--- config.mk ---
export PLATFORM = sky130hd
export DESIGN_NAME = hsem_ahb_biu
export DESIGN_NICKNAME = d
export VERILOG_FILES = /design/src/rtl/hsem_ahb_biu.sv
export SDC_FILE = /design/constraint.sdc
export NUM_CORES = 1
export LEC_CHECK = 0
export CAP_MARGIN = 25
export CORE_ASPECT_RATIO = 1.4
export CORE_UTILIZATION = 28
export CTS_CLUSTER_DIAMETER = 80
export DETAILED_ROUTE_END_ITERATION = 12
export GPL_ROUTABILITY_DRIVEN = 0
export PLACE_DENSITY = 0.74
export SLEW_MARGIN = 20
export SYNTH_ARGS = -nofsm -noshare
export SYNTH_HDL_FRONTEND = slang
export SYNTH_SLANG_ARGS = --single-unit
--- constraint.sdc ---
create_clock -name hclk -period 1.5 [get_ports hclk]
set_input_delay 0.3 -clock hclk [delete_from_list [all_inputs] [get_ports hclk]]
set_output_delay 0.3 -clock hclk [all_outputs]
set_load 0.01 [all_outputs]
--- src/rtl/hsem_ahb_biu.sv ---
// rtl/hsem_ahb_biu.sv - AHB-Lite slave bus interface for the hardware semaphore regfile
module hsem_ahb_biu #(
  parameter int DATA_W   = 32,
  parameter int REG_AW   = 5,
  parameter int NUM_REGS = 32,
  parameter int MID_W    = 4,
  parameter int RD_WAIT  = 0,
  parameter int PRIV_EN  = 0
) (
  input  logic              hclk,
  input  logic              hreset,
  input  logic              hsel,
  input  logic              hready,
  input  logic [1:0]        htrans,
  input  logic [2:0]        hsize,
  input  logic              hwrite,
  input  logic [31:0]       haddr,
  input  logic [3:0]        hprot,
  input  logic [MID_W-1:0]  hmaster,
  input  logic [DATA_W-1:0] hwdata,
  output logic              hreadyout,
  output logic [1:0]        hresp,
  output logic [DATA_W-1:0] hrdata,
  input  logic [DATA_W-1:0] ihrdata,
  output logic [DATA_W-1:0] ihwdata,
  output logic              wr_en,
  output logic              rd_en,
  output logic [REG_AW-1:0] reg_addr,
  output logic [MID_W-1:0]  reg_mid
);

  localparam logic [2:0] IDLE    = 3'd0;
  localparam logic [2:0] WR      = 3'd1;
  localparam logic [2:0] RD_CAP  = 3'd2;
  localparam logic [2:0] RD_WT   = 3'd3;
  localparam logic [2:0] RD_DONE = 3'd4;
  localparam logic [2:0] ERR1    = 3'd5;
  localparam logic [2:0] ERR2    = 3'd6;

  localparam logic [1:0] RESP_OKAY  = 2'b00;
  localparam logic [1:0] RESP_ERROR = 2'b01;

  // One extra bit so NUM_REGS == 2**REG_AW is representable
  localparam logic [REG_AW:0] NUM_REGS_W = (REG_AW+1)'(NUM_REGS);
  localparam logic            HAS_WAIT   = (RD_WAIT > 0);
  // RD_WT counts down from RD_WAIT-1 to 0, giving exactly RD_WAIT cycles
  localparam logic [1:0]      WT_LOAD    = HAS_WAIT ? 2'(RD_WAIT - 1) : 2'd0;
  localparam logic            PRIV_CHK   = (PRIV_EN != 0);

  logic [2:0]        state;
  logic [2:0]        state_nxt;
  logic [1:0]        wt_cnt;
  logic              acc;
  logic              illegal;
  logic              bad_size;
  logic              bad_align;
  logic              bad_index;
  logic              bad_priv;
  logic [REG_AW-1:0] index;
  logic              unused_inputs;

  assign index = haddr[REG_AW+1:2];

  // A new address phase is only taken while the previous data phase is completing
  assign acc = hsel & hready & htrans[1] & hreadyout;

  assign bad_size  = (hsize != 3'b010);
  assign bad_align = (haddr[1:0] != 2'b00);
  assign bad_index = ({1'b0, index} >= NUM_REGS_W);
  assign bad_priv  = PRIV_CHK & ~hprot[1];
  assign illegal   = bad_size | bad_align | bad_index | bad_priv;

  // Write data goes straight through; the regfile samples it at the end of the WR cycle
  assign ihwdata = hwdata;

  // Bits of the address-phase bus that carry no meaning for this slave
  assign unused_inputs = ^{htrans[0], haddr[31:REG_AW+2], hprot[3:2], hprot[0]};

  // Next-state: completing states accept a new transfer, read/error states walk their sequence
  always_comb begin
    state_nxt = state;
    case (state)
      RD_CAP: state_nxt = HAS_WAIT ? RD_WT : RD_DONE;
      RD_WT:  state_nxt = (wt_cnt == 2'd0) ? RD_DONE : RD_WT;
      ERR1:   state_nxt = ERR2;
      default: begin
        if (acc) begin
          if (illegal) begin
            state_nxt = ERR1;
          end else if (hwrite) begin
            state_nxt = WR;
          end else begin
            state_nxt = RD_CAP;
          end
        end else begin
          state_nxt = IDLE;
        end
      end
    endcase
  end

  // Bus response and regfile strobes decoded from the current state
  always_comb begin
    hreadyout = 1'b0;
    hresp     = RESP_OKAY;
    wr_en     = 1'b0;
    rd_en     = 1'b0;
    case (state)
      IDLE:    hreadyout = 1'b1;
      WR: begin
        hreadyout = 1'b1;
        wr_en     = 1'b1;
      end
      RD_CAP:  rd_en = 1'b1;
      RD_WT:   hreadyout = 1'b0;
      RD_DONE: hreadyout = 1'b1;
      ERR1:    hresp = RESP_ERROR;
      ERR2: begin
        hreadyout = 1'b1;
        hresp     = RESP_ERROR;
      end
      default: hreadyout = 1'b0;
    endcase
  end

  // State register; reset drops any in-flight transfer immediately
  always_ff @(posedge hclk or posedge hreset) begin
    if (hreset) begin
      state <= IDLE;
    end else begin
      state <= state_nxt;
    end
  end

  // Read wait-state counter, loaded while the regfile read is captured
  always_ff @(posedge hclk or posedge hreset) begin
    if (hreset) begin
      wt_cnt <= 2'd0;
    end else if (state == RD_CAP) begin
      wt_cnt <= WT_LOAD;
    end else if ((state == RD_WT) && (wt_cnt != 2'd0)) begin
      wt_cnt <= wt_cnt - 2'd1;
    end
  end

  // Read data is captured once per read and held until the next capture
  always_ff @(posedge hclk or posedge hreset) begin
    if (hreset) begin
      hrdata <= '0;
    end else if (state == RD_CAP) begin
      hrdata <= ihrdata;
    end
  end

  // Routing info of the accepted transfer; an illegal access keeps the old word index
  always_ff @(posedge hclk or posedge hreset) begin
    if (hreset) begin
      reg_addr <= '0;
      reg_mid  <= '0;
    end else if (acc) begin
      reg_mid <= hmaster;
      if (!illegal) begin
        reg_addr <= index;
      end
    end
  end

endmodule

==> flow_metrics.env <==
export IMPL_avgRoutedWirePerCell_um=13.8
export IMPL_status="finished, violations left"
export IMPL_grt_pass1_wl_mm=7.56
export IMPL_area_growth_pct=56.8
export IMPL_p_leak_uw=0.00179
export IMPL_powerDensity_nw_per_um2=1050
export IMPL_grt_remaining_overflow=0
export IMPL_timing_fmax_ghz=0.639
export IMPL_drv_slew=0
export IMPL_rsz0062_at_grt="yes"
export IMPL_worstSetupPathType="flip-flop to output port"
export IMPL_nFillCells=711
export IMPL_reg2reg_to="hrdata[26]"
export IMPL_hpwl_mm=3.49
export IMPL_seqCellArea_sq_um=1150
export IMPL_die_h_um=105
export IMPL_drtIter0Drc=35
export IMPL_rows=37
export IMPL_drt_antenna_violating_nets=0
export IMPL_ys_types=28
export IMPL_cts_inserted_buffers=5
export IMPL_met1Wirelength_mm=1.59
export IMPL_crit_arrival_ns=1.27
export IMPL_cts_clk_slew_worst_paths_ns=0.08
export IMPL_setup_worst_path_start="state[2]"
export IMPL_wl_met2_mm=2.70
export IMPL_root_buffer="clkbuf_8"
export IMPL_finalSetupViolCount=33
export IMPL_hold_class="input port to async pin"
export IMPL_dr_max_layer_used="met4"
export IMPL_final_area_sq_um=3300
export IMPL_synth_seq_area_share_pct=54.7
export IMPL_grt_pass1_vias=1637
export IMPL_syn_avg_cell_area_sq_um=13.5
export IMPL_tritoncts="done"
export IMPL_synth_warnings=0
export IMPL_place_area_sq_um=3030
export IMPL_cap_viol_max_count=0
export IMPL_num_antenna_cells=0
export IMPL_via_per_inst=4.30
export IMPL_cp_max_fo=3
export IMPL_drc=0
export IMPL_wl_mm=4.71
export IMPL_multi_input_area_sq_um=741
export IMPL_cts_buffer_depth=2
export IMPL_r2r_start="state[2]"
export IMPL_hold_viol_final=0
export IMPL_worst_setup_path_end_kind="output port"
export IMPL_required_ns=1.20
export IMPL_ys_ff_latch=46
export IMPL_fin_hold_ws_ns=0.376
export IMPL_port_buffers=96
export IMPL_critPathCapture="wr_en"
export IMPL_cts_hold_buffers=0
export IMPL_antenna_found_initial=0
export IMPL_startpoint_type="flip-flop"
export IMPL_worst_r2r_setup_slack_ns=-0.04
export IMPL_die_x_um=75.3
export IMPL_initial_core_util_pct=28.8
export IMPL_wl_met3_um=299
export IMPL_fin_ws_ns=-0.0654
export IMPL_vias=1466
export IMPL_dieArea_sq_um=7880
export IMPL_pin_count=192
export IMPL_firstDrtPassIters=3
export IMPL_grt_max_degree=25
export IMPL_fin_setup_tns_ns=-0.771
export IMPL_syn_nets=271
export IMPL_numClockSinks=46
export IMPL_final_nets=358
export IMPL_fp_coreArea_sq_um=7310
export IMPL_synthCells=156
export IMPL_period_share_pct=104
export IMPL_violations="negative setup slack"
export IMPL_grt_usage_pct=12.6
export IMPL_skew_ns=0.00399
export IMPL_peakVddDrop_v=0.000462
export IMPL_netlist_area_sq_um=2110
export IMPL_layout_min_cycle_time_ns=1.57
export IMPL_reg2reg_depth=5
export IMPL_clk_latency_ns=0.28
export IMPL_drive_gt1_share_pct=36.9
export IMPL_htreeDepth=2
[flip-flops by register name (all words and copies together) (netlist names)]
| register | flops |
|---|---|
| hrdata | 32 |
| reg_addr | 5 |
| reg_mid | 4 |
| wt_cnt | 2 |
| state | 3 |
[cell usage after synthesis]
cell type | count | share of area (%)
buf_4 | 33 | 12
xor2_1 | 1 | 0.42
o22ai_1 | 1 | 0.30
nor3_1 | 1 | 0.24
nand3b_1 | 1 | 0.36
or2b_1 | 1 | 0.36
nand2b_1 | 1 | 0.30
dfrtp_1 | 46 | 55
buf_6 | 1 | 0.53
nor3b_1 | 1 | 0.36
nor4_4 | 1 | 1.0
conb_1 | 1 | 0.18
or4b_4 | 1 | 0.65
nor2_1 | 3 | 0.53
a22o_2 | 1 | 0.48
ha_1 | 1 | 0.59
o221ai_1 | 1 | 0.42
buf_2 | 3 | 0.71
nor2b_1 | 2 | 0.59
mux2_2 | 42 | 22
nand2_1 | 1 | 0.18
or2_2 | 1 | 0.30
inv_1 | 5 | 0.89
nand3_1 | 1 | 0.24
a21oi_1 | 1 | 0.24
and2_1 | 1 | 0.30
mux2i_1 | 1 | 0.48
o21ai_0 | 2 | 0.48
[how the worst min path moves through the flow]
stage          startpoint         end  slack (ns)  cells after the start
3_5_place_dp    wt_cnt[0]   wt_cnt[0]        0.48                      1
2_1_floorplan   wt_cnt[0]   wt_cnt[0]        0.45                      1
4_1_cts            hreset  reg_mid[2]        0.37                      3
5_1_grt            hreset  reg_mid[2]        0.39                      3
3_3_place_gp    wt_cnt[0]   wt_cnt[0]        0.46                      1
6_report           hreset    state[2]        0.38                      3
[worst max-delay path, stage by stage, from the launching register on]
cell	delay (ns)
dfrtp_1	0.42
buf_6	0.14
buf_6	0.11
nor3b_2	0.16
buf_2	0.15
[kinds of logic (layout without fill, tap and decap cells)]
family	Yosys count	count (layout)	synth area share [%]
DFF	46	46	54.7
muxes	43	43	22.9
buffers and inverters	42	130	13.9
and+or+nand+nor	16	16	5.41
AOI/OAI and AO/OA	6	6	1.90
adders and majority gates	1	1	0.594
other	1	1	0.178
xor gates and xnor gates	1	1	0.416
[cells in the final DEF, fill, tap and decap left out, types with 2 or more instances in the layout]
master	netlist	routed
mux2_2	42	32
o21ai_0	2	2
clkbuf_8	0	8
dfrtp_1	46	46
inv_1	5	3
mux2_4	0	10
buf_6	1	11
buf_4	33	13
clkdlybuf4s50_1	0	47
buf_2	3	4
inv_2	0	2
nor2_4	0	2
dlymetal6s2s_1	0	21
nor2b_1	2	2
dlygate4sd2_1	0	20
[layer usage]
layer	GRT usage [%]	up-vias
met3	3.28	18
met4	5.42	0
met2	23.2	50
li1	-	663
met1	12.7	735
met5	0	-
[through the flow]
step	worst slack (ns)	utilization, %	total power [uW]	cells
detailed placement	-0.546	41.4	2720	326
floorplan	-0.151	-	2100	156
global route	-0.106	45.1	3670	341
global placement	-0.523	41.4	2690	326
finish	-0.0654	45.1	3460	341
CTS	-0.0789	44.0	3550	339
[power by group]
group / switching, uW / internal, uW / total, uW
logic: 358 / 641 / 999
clock network: 394 / 465 / 860
registers: 115 / 1490 / 1600
[timing repair]
item                       CTS  global route
setup endpoints to repair   51            67
resized for setup           71            25
buffers inserted             6             2
pin swaps                    6             4
[area by class of cell]
class                           instances  area share (%)
Clock buffer                            8            3.33
Inverter                                5           0.568
Multi-Input combinational cell         68            22.4
Sequential cell                        46            34.9
Tap cell                               97            3.68
Timing Repair Buffer                  117            35.1
No activity file was read; power rests on OpenSTA's default activity.
